$ cat config.mk
export PLATFORM = sky130hd
export DESIGN_NAME = hazard_detection_unit
export DESIGN_NICKNAME = d
export VERILOG_FILES = /design/src/rtl/hazard_detection_unit.sv
export SDC_FILE = /design/constraint.sdc
export NUM_CORES = 1
export LEC_CHECK = 0
export CORE_ASPECT_RATIO = 0.7
export CORE_MARGIN = 2
export CORE_UTILIZATION = 45
export CTS_CLUSTER_DIAMETER = 40
export CTS_CLUSTER_SIZE = 28
export DETAILED_ROUTE_END_ITERATION = 10
export PLACE_DENSITY = 0.79
export SETUP_SLACK_MARGIN = 0.05
export SYNTH_ARGS = -nofsm -noshare
export SYNTH_HDL_FRONTEND = slang
export SYNTH_SLANG_ARGS = --single-unit
$ cat constraint.sdc
create_clock -name clk_i -period 2.42 [get_ports clk_i]
set_input_delay 0.484 -clock clk_i [delete_from_list [all_inputs] [get_ports clk_i]]
set_output_delay 0.484 -clock clk_i [all_outputs]
set_load 0.03 [all_outputs]
$ cat src/rtl/hazard_detection_unit.sv
// hazard_detection_unit
// Stall/flush control for a 5-stage MIPS pipeline. A shadow scoreboard tracks
// the destination registers held in the EX, MEM and WB stages. The unit drives
// the PC and IF/ID write enables, inserts ID/EX bubbles and flushes IF/ID on
// taken branches. It also keeps a saturating count of stall cycles.
// Optional build macro HAZARD_NOFWD_EN targets a pipeline without forwarding.
// In that build any EX or MEM producer stalls its consumer; the default build
// stalls only on load-use.
module hazard_detection_unit #(
  parameter int CNT_W = 16
) (
  input  logic             clk_i,
  input  logic             rst_i,
  input  logic             id_valid_i,
  input  logic [4:0]       id_regs_i,
  input  logic [4:0]       id_regt_i,
  input  logic             id_uses_rt_i,
  input  logic [4:0]       id_regd_i,
  input  logic             id_regwrite_i,
  input  logic             id_memread_i,
  input  logic             branch_taken_i,
  output logic             pc_write_o,
  output logic             ifid_write_o,
  output logic             ifid_flush_o,
  output logic             idex_bubble_o,
  output logic [CNT_W-1:0] stall_cnt_o
);

  typedef struct packed {
    logic       v;
    logic [4:0] rd;
    logic       rw;
    logic       ld;
  } sb_entry_t;

  // WB never sources a hazard, because the register file writes before it
  // reads. The entry is still tracked so that the pipeline view stays complete.
  localparam logic WB_SRC_EN = 1'b0;

  sb_entry_t        ex_q, ex_d, mem_q, wb_q;
  logic [CNT_W-1:0] cnt_q, cnt_d;
  logic             hazard;
  logic             flush;
  logic             stall;

  // An entry is a live, non-$0 writer whose rd matches a source read in ID.
  function automatic logic src_match(input sb_entry_t e, input logic [4:0] rs,
                                     input logic [4:0] rt, input logic uses_rt);
    return e.v && e.rw && (e.rd != 5'd0) &&
           ((e.rd == rs) || (uses_rt && (e.rd == rt)));
  endfunction

  // Combinational hazard detection for the instruction currently in ID.
  always_comb begin
    hazard = 1'b0;
`ifdef HAZARD_NOFWD_EN
    hazard = id_valid_i &&
             (src_match(ex_q, id_regs_i, id_regt_i, id_uses_rt_i) ||
              src_match(mem_q, id_regs_i, id_regt_i, id_uses_rt_i) ||
              (WB_SRC_EN && src_match(wb_q, id_regs_i, id_regt_i, id_uses_rt_i)));
`else
    hazard = id_valid_i &&
             ((ex_q.ld && src_match(ex_q, id_regs_i, id_regt_i, id_uses_rt_i)) ||
              (WB_SRC_EN && src_match(wb_q, id_regs_i, id_regt_i, id_uses_rt_i)));
`endif
  end

  // Flush beats stall. Under reset both are forced inactive.
  assign flush = branch_taken_i && rst_i;
  assign stall = hazard && !flush && rst_i;

  assign pc_write_o    = !stall;
  assign ifid_write_o  = !stall;
  assign ifid_flush_o  = flush;
  assign idex_bubble_o = stall || flush;
  assign stall_cnt_o   = cnt_q;

  // Next EX entry: a bubble on stall/flush, otherwise the ID instruction.
  always_comb begin
    ex_d = '0;
    if (stall || flush) begin
      ex_d = '0;
    end else begin
      ex_d.v  = id_valid_i;
      ex_d.rd = id_regd_i;
      ex_d.rw = id_regwrite_i && id_valid_i;
      ex_d.ld = id_memread_i && id_valid_i;
    end
  end

  // Saturating stall counter next-state.
  always_comb begin
    cnt_d = cnt_q;
    if (stall && (cnt_q != {CNT_W{1'b1}})) begin
      cnt_d = cnt_q + {{(CNT_W-1){1'b0}}, 1'b1};
    end else begin
      cnt_d = cnt_q;
    end
  end

  // Scoreboard shift and counter update. Async reset clears everything at once.
  always_ff @(posedge clk_i or negedge rst_i) begin
    if (!rst_i) begin
      ex_q  <= '0;
      mem_q <= '0;
      wb_q  <= '0;
      cnt_q <= {CNT_W{1'b0}};
    end else begin
      wb_q  <= mem_q;
      mem_q <= ex_q;
      ex_q  <= ex_d;
      cnt_q <= cnt_d;
    end
  end

endmodule

# Word-level counts from Yosys, hierarchy flattened
# Index checks and enable logic that the tools add are counted.
[totals] output_inout_bits=20 regBits=24 elab_cells=27
[op_classes] n_reduce_logical=17 addsub=1 n_eq_ne=3 mux=1
[op_table] operator="16-bit by 1-bit adder with 16-bit output (second input constant)" count=1
[op_table] operator="16-bit inequality test (second input constant)" count=1
[op_table] operator="1-bit logical AND" count=12
[op_table] operator="5-bit == test" count=2
[op_table] operator="8-bit two-way mux" count=1
[op_table] operator="5-bit nonzero test" count=1
[op_table] operator="1-bit logical NOT" count=2
[op_table] operator="1-bit logical OR" count=2

# Depth between registers and ports, before layout
# Gate-level depths: netlist of run 1.
[depth] ltp_word=10 mapped_depth=6 mapped_depth_nobuf=6

# Worst setup path after synthesis of run 1
# Ideal clock, no wire load.
[synth_timing] kind="register -> output" startpoint="reg ex_q[3] (netlist bit)" endpoint="out pc_write_o" n_path_buf=1 slack_ps=175 path_stages_with_launch=6 arrival_time_ps=1761 required_ps=1936 cell_sequence="dfrtp_1 or4_4 o211ai_4 inv_4 nand2_1 buf_4"
[synth_via] elab_chain_len=9
[synth_rtl] item="start, declared" line="40" rtl="sb_entry_t ex_q, ex_d, mem_q, wb_q;"
[synth_rtl] item="start signal, assigned" line="104" rtl="ex_q <= '0;"
[synth_rtl] item="start signal, assigned" line="111" rtl="ex_q <= ex_d;"
[synth_rtl] item="5-bit == test" line="50" rtl="((e.rd == rs) || (uses_rt && (e.rd == rt)));"
[synth_rtl] item="1-bit logical AND" line="50"
[synth_rtl] item="1-bit logical OR" line="50"
[synth_rtl] item="1-bit logical AND *" line="49" rtl="return e.v && e.rw && (e.rd != 5'd0) &&"
[synth_rtl] item="1-bit logical AND *" line="63" rtl="((ex_q.ld && src_match(ex_q, id_regs_i, id_regt_i, id_uses_rt_i)) ||"
[synth_rtl] item="1-bit logical AND *" line="62" rtl="hazard = id_valid_i &&"
[synth_rtl] item="1-bit logical AND * (2 in series)" line="70" rtl="assign stall = hazard && !flush && rst_i;"
[synth_rtl] item="1-bit logical NOT *"
[synth_rtl] item="end, declared" line="22" rtl="output logic pc_write_o,"
# Mark *: on every way between the ends. The rest lies on a longest branch, timed or not.

# Worst setup path in the final report of run 1
[layout_timing] startpoint="reg ex_q[3] (netlist bit)" endpoint="out idex_bubble_o"
[layout_via] elab_chain_len=9
[layout_rtl] item="5-bit == test" line="50"
[layout_rtl] item="1-bit logical AND" line="50"
[layout_rtl] item="1-bit logical OR" line="50"
[layout_rtl] item="1-bit logical AND *" line="49"
[layout_rtl] item="1-bit logical AND *" line="63"
[layout_rtl] item="1-bit logical AND *" line="62"
[layout_rtl] item="1-bit logical AND * (2 in series)" line="70"
[layout_rtl] item="1-bit logical OR *" line="75" rtl="assign idex_bubble_o = stall || flush;"
[layout_rtl] item="end, declared" line="25" rtl="output logic idex_bubble_o,"
# Marked as above.

==> key figures, run 1 <==
Status
  – Status: complete, no violations

STA
  – Final min period: 2.38 ns
  – Measured slew at the worst slew-check pin: 0.371 ns
  – Unrepaired setup endpoints after global routing: true
  – Final Skew: 0.00641 ns
  – Final period utilization: 0.981
  – Final Slew Violations: 0
  – Relative slew slack: 0.752
  – Final Setup Violations: 0
  – Peak Freq: 421 MHz
  – Hold Fails Final Rpt: 0

Critical path
  – Crit path buf inv count: 4
  – Worst EP required: 1.94 ns
  – Critical path type: reg2out
  – Slowest cell on the critical path: or4_4
  – CP Cell Sequence: or4_4 -> o211ai_4 -> inv_4 -> buf_6 -> a21oi_4 -> inv_2 -> buf_6
  – Arr. time, crit path: 1.89 ns
  – Worst path top cell family by delay: simple AND/OR/NAND/NOR gates
  – CP startpoint kind: flip-flop
  – Most frequent CP cell: buf_6
  – Crit path largest cell delay: 0.54 ns
  – CP endpoint kind: output pin
  – CP Max Fanout: 2

Finish
  – Nets: 195
  – Area of the multi-input gates: 644 um2
  – Area growth syn-to-layout: 47.3%
  – Layout cells sized above 1: 0.205
  – Filler instances: 221
  – Most common cell after layout, fill and taps aside: clkdlybuf4s50_1
  – FF/Latch Area: 601 um2
  – Most frequent cells in the layout: clkdlybuf4s50_1 (37), xnor2_1 (25), dfrtp_1 (24)
  – Fin area: 0.00187 mm2
  – Diode count: 0
  – Final core occ: 0.681

Synth
  – Ys Warns: 0
  – Post-synthesis mux area share: 0.00888
  – Area contributors post-synth: dfrtp_1 (47%), xnor2_1 (17%), nand4_1 (4.4%)
  – Post-Synth XOR/XNOR Area: 0.173
  – Number of synthesized flops with an enable pin: 0
  – Post-Syn Instances: 114
  – Sequential area share after synthesis: 0.474
  – Post-synthesis async set-or-reset flop share: 1.00
  – Mapped Nets: 137
  – Primary FF master, synth: dfrtp_1
  – Distinct cells, synth: 27
  – Synth Area in Simple Gates: 0.244
  – Post-synthesis adder-cell area fraction: 0.00987
  – Mapped cell area: 0.00127 mm2
  – Register bit count reported by yosys: 24
  – Leading area contributor after synthesis: dfrtp_1
  – Mean post-synth cell area: 11.1 um2
  – Synth top area share: 0.474
  – Largest family of logic cells by synthesized area: simple AND/OR/NAND/NOR gates
  – Post-synthesis compound-gate area fraction: 0.0731

Power
  – Switching part of the total: 0.218
  – Total power: 0.000795 W
  – Internal power: 0.000621 W
  – Leak: 0.764 nW
  – Psw: 0.000174 W
  – Combinational power share: 0.138
  – Flop pwr share: 0.521
  – PD cells: 426 mW/mm2
  – Clock power frac: 0.340
  – Max VDD drop: 281 uV

Clock network
  – Clock-pin slew on the worst setup and hold paths: 0.08 ns
  – CTS root buffer: clkbuf_8
  – Clk_lat worst skew: 0.27 ns
  – CTS tree: yes
  – TritonCTS buffer count: 3
  – CTS max path bufs: 2
  – CTS H-Tree Depth: 1
  – CTS sink cnt: 24
  – Cts hold-fix bufs: 0

Global routing
  – Pin count of the biggest net entering global routing: 26
  – Initial antenna violation count: 0
  – Grt ovf: 0
  – Vias in the first global route: 1025
  – Total GRT Usage: 0.179
  – Global-route wire length before repair: 4.35 mm

Routing
  – Via density: 5.14
  – Post-DRT Antenna Nets: 0
  – First drt pass iteration count: 4
  – Via count: 1064
  – WL/cell: 12.7 um
  – Final wirelength: 2.62 mm
  – Initial DRC count: 49
  – DRC: 0

Place
  – RePlAce Congestion: 0.858
  – Post-placement cell area: 0.00177 mm2
  – Placed wire-length estimate: 2.02 mm
  – Port Buffer Count: 41

Floorplanning
  – Core box area: 0.00274 mm2
  – Die X: 67.4 um
  – Site Rows: 16
  – Die Ht: 48.4 um
  – Initial core utilization: 0.462
  – Number of I/O pins: 42
  – DIE AREA: 0.00326 mm2

Worst hold path
  – Worst hold path type: reg2reg

Job
  – Max cap viols: 0
## area by class of cell
type,count,share of cell area
Timing Repair Buffer,55,0.274
Tap cell,36,0.0241
Inverter,2,0.00536
Sequential cell,24,0.322
Clock buffer,4,0.0295
Multi-Input combinational cell,86,0.345
## worst paths after layout
| path | start | endpoint | slack, ns | depth (start not counted) |
|---|---|---|---|---|
| setup / recovery | ex_q[3] | idex_bubble_o | 0.04 | 7 |
| hold / removal | stall_cnt_o[7] | stall_cnt_o[7] | 0.50 | 1 |
| setup reg to reg | ex_q[3] | stall_cnt_o[1] | 0.40 | 7 |
| hold reg to reg | stall_cnt_o[7] | stall_cnt_o[7] | 0.50 | 1 |
| max in group asynchronous | rst_i | ex_q[0] | 1.52 | 2 |
| min in group asynchronous | rst_i | stall_cnt_o[14] | 0.67 | 2 |
## kinds of logic after synthesis
group	after synthesis
compound gates	6
xor+xnor	25
fa+ha+maj	1
buf+inv	4
flops	24
mux	1
simple gates	53
## stage by stage
step / hold slack (ns) / setup TNS, ns / setup slack (ns) / instances
after floorplan: 0.188 / 0 / 0.175 / 114
after global placement: 0.477 / -0.286 / -0.143 / 198
after detailed placement: 0.497 / -0.309 / -0.156 / 198
after CTS: 0.509 / 0 / 0.00219 / 204
after global routing: 0.528 / -0.0184 / -0.0184 / 207
final: 0.504 / 0 / 0.0450 / 207
## sequential cells by signal, indices dropped and copies added, names as in the netlist
signal and flops:
stall_cnt_o 16, ex_q 8
## routing by layer
metal	up-vias	part of all wire	GRT usage
met2	35	0.52	0.307
met3	5	0.056	0.0581
li1	517	-	-
met4	0	0.011	0.0510
met1	507	0.41	0.213
met5	-	0	0
## power groups by stage
stage / Combinational, W / Sequential, W / Clock [W]
2_1_floorplan: 0.0000422 / 0.000423 / 0
3_3_place_gp: 0.000102 / 0.000422 / 0
3_5_place_dp: 0.000105 / 0.000422 / 0
4_1_cts: 0.000108 / 0.000414 / 0.000278
5_1_grt: 0.000120 / 0.000415 / 0.000294
6_report: 0.000110 / 0.000414 / 0.000271
## worst register-to-register path: stages, from the launching register on
cell and delay, ns:
dfrtp_1 0.38, or4_4 0.54, o211ai_4 0.21, buf_4 0.14, buf_4 0.14, a41oi_4 0.05, nand2_2 0.12, mux2_1 0.33
## cell usage after synthesis (all sizes together), types with 2 or more instances
library cell	number
nand3	10
xnor2	25
and2	7
o211ai	2
nor2	2
and4	3
inv	2
buf	2
and3	7
nor3	3
dfrtp	24
nand4	9
nand2	9
## what timing repair did
item	in CTS	in global routing
resized for setup	7	5
setup buffers	2	3
pin swaps	3	3
endpoints found under the setup margin	3	3
Power figures use the tool's default switching activity.
==> inputs of run 2 (changes only) <==
CORE_ASPECT_RATIO = 0.5   (was 0.7)
==> run 2 against run 1 <==
Against the previous run:
- utilization increased by 0.50 points
- die area up 0.59%
- hold slack worse by 0.0053 ns
- global-route usage decreased by 0.22 points
- register-to-register slack improved by 0.06 ns
- sequential cell count did not move
- critical endpoint unchanged
==> key figures, run 2 (synthesis gave the netlist of run 1 again) <==
Critical path
  – Crit path buf inv count: 3 (-1)
  – Worst path top cell family by delay: simple AND/OR/NAND/NOR gates
  – CP Max Fanout: 3 (+1)
  – Worst EP required: 1.94 ns (about the same)
  – Critical path type: reg2out
  – CP startpoint kind: flip-flop
  – CP Cell Sequence: or4_4 -> o211ai_4 -> inv_4 -> a21oi_4 -> inv_2 -> buf_6
  – Crit path largest cell delay: 0.54 ns (about the same)
  – Arr. time, crit path: 1.82 ns (-0.07 ns)
  – Slowest cell on the critical path: or4_4
  – CP endpoint kind: output pin
  – Worst R2R Setup Slack: 0.46 ns (+0.06 ns)

Place
  – Port Buffer Count: 41 (unchanged)
  – Placed wire-length estimate: 2.05 mm (+1.3%)
  – RePlAce Congestion: 0.885 (+3.1%)

Floorplanning
  – Initial core utilization: 0.481 (+0.0189)
  – Die X: 79.1 um (+17%)
  – Core box area: 0.00264 mm2 (-3.9%)
  – DIE AREA: 0.00328 mm2 (+0.59%)
  – Site Rows: 13 (-3)
  – Number of I/O pins: 42 (unchanged)
  – Die Ht: 41.5 um (-14%)

STA
  – Final period utilization: 0.952 (-0.0292)
  – Final setup TNS: 0 ns (unchanged)
  – Hold Fails Final Rpt: 0 (unchanged)
  – Hold Slack: 0.498 ns (-0.00535 ns)
  – Final Slew Violations: 0 (unchanged)
  – Relative slew slack: 0.763 (+0.0111)
  – Final Setup Violations: 0 (unchanged)
  – Final Skew: 0.00763 ns (+0.00122 ns)
  – Final min period: 2.30 ns (-0.0705 ns)
  – Unrepaired setup endpoints after global routing: false
  – Peak Freq: 434 MHz (+3.1%)
  – Measured slew at the worst slew-check pin: 0.355 ns (-0.0165 ns)

Finish
  – Max reg flops: 16 (unchanged)
  – Area growth syn-to-layout: 42.5%
  – Most common cell after layout, fill and taps aside: clkdlybuf4s50_1
  – FF/Latch Area: 601 um2 (unchanged)
  – Nets: 189 (-3.1%)
  – Area of the multi-input gates: 644 um2 (unchanged)
  – Diode count: 0 (unchanged)
  – Most frequent cells in the layout: clkdlybuf4s50_1 (37), xnor2_1 (25), dfrtp_1 (24)
  – Layout cells sized above 1: 0.171 (-0.0339)
  – Filler instances: 210 (-5.0%)

Routing
  – Via count: 1023 (-3.9%)
  – Final wirelength: 2.65 mm (+1.3%)
  – First drt pass iteration count: 4 (unchanged)
  – WL/cell: 13.2 um (+4.3%)
  – DRC: 0 (unchanged)
  – Via density: 5.09 (-0.98%)
  – Initial DRC count: 49 (unchanged)
  – Post-DRT Antenna Nets: 0 (unchanged)

Clock network
  – Clk_lat worst skew: 0.27 ns (about the same)
  – CTS tree: yes
  – CTS root buffer: clkbuf_8
  – Cts hold-fix bufs: 0 (unchanged)
  – Clock-pin slew on the worst setup and hold paths: 0.08 ns (about the same)
  – TritonCTS buffer count: 3 (unchanged)
  – CTS sink cnt: 24 (unchanged)
  – CTS max path bufs: 2 (unchanged)
  – CTS H-Tree Depth: 1 (unchanged)

Global routing
  – Vias in the first global route: 985 (-3.9%)
  – Total GRT Usage: 0.177 (-0.00223)
  – Pin count of the biggest net entering global routing: 25 (-3.8%)
  – Grt ovf: 0 (unchanged)
  – Global-route wire length before repair: 4.46 mm (+2.5%)
  – Initial antenna violation count: 0 (unchanged)

Power
  – Leak: 0.727 nW (-4.9%)
  – Max VDD drop: 269 uV (-4.3%)
  – PD cells: 417 mW/mm2 (-2.1%)

Job
  – Max cap viols: 0 (unchanged)

Worst hold path
  – Worst hold path type: reg2reg

Status
  – Status: complete, no violations
==> run 2: what timing repair did <==
action | in CTS | in global routing
pin swaps | 2 | 3
setup endpoints to repair | 3 | 1
gates resized for setup | 0 | 2
setup buffers | 3 | 1
==> run 2: path summary, 6_finish.rpt <==
kind,from,endpoint,depth (start not counted)
max in group asynchronous,rst_i,stall_cnt_o[0],2
min in group asynchronous,rst_i,stall_cnt_o[10],2
worst min-delay path,stall_cnt_o[7],stall_cnt_o[7],1
worst max register to register,ex_q[4],stall_cnt_o[1],6
worst min register to register,stall_cnt_o[7],stall_cnt_o[7],1
worst max-delay path,ex_q[4],idex_bubble_o,6
==> run 2: area by class of cell <==
cell class	instances	share of cell area
clock buffers	3	0.0229
inverters	2	0.00554
multi-input cells	86	0.357
flip-flops and latches	24	0.332
well taps	37	0.0256
repair buffers	49	0.257
==> run 2: report_power, final <==
group / switching, W / internal, W
logic: 0.0000413 / 0.0000629
clock network: 0.000123 / 0.000112
registers: 0.00000564 / 0.000409
total: 0.000170 / 0.000583
==> run 2: metal layers <==
| layer | share of wire | wire length (um) | GRT usage |
|---|---|---|---|
| met1 | 0.44 | 1180 | 0.229 |
| met4 | 0.019 | 51 | 0.0724 |
| met3 | 0.040 | 107 | 0.0457 |
| met2 | 0.50 | 1320 | 0.285 |
| met5 | 0 | 0 | 0 |
==> run 2: through the flow <==
| step | power [W] | cell area [um2] | utilization | cells | setup slack [ns] |
|---|---|---|---|---|---|
| after floorplan | 0.000465 | 1270 | - | 114 | 0.175 |
| after global placement | 0.000519 | 1730 | 0.657 | 194 | 0.153 |
| after detailed placement | 0.000522 | 1730 | 0.657 | 194 | 0.127 |
| after CTS | 0.000761 | 1800 | 0.681 | 200 | 0.0544 |
| after global routing | 0.000784 | 1810 | 0.686 | 201 | 0.0549 |
| final | 0.000753 | 1810 | 0.686 | 201 | 0.116 |
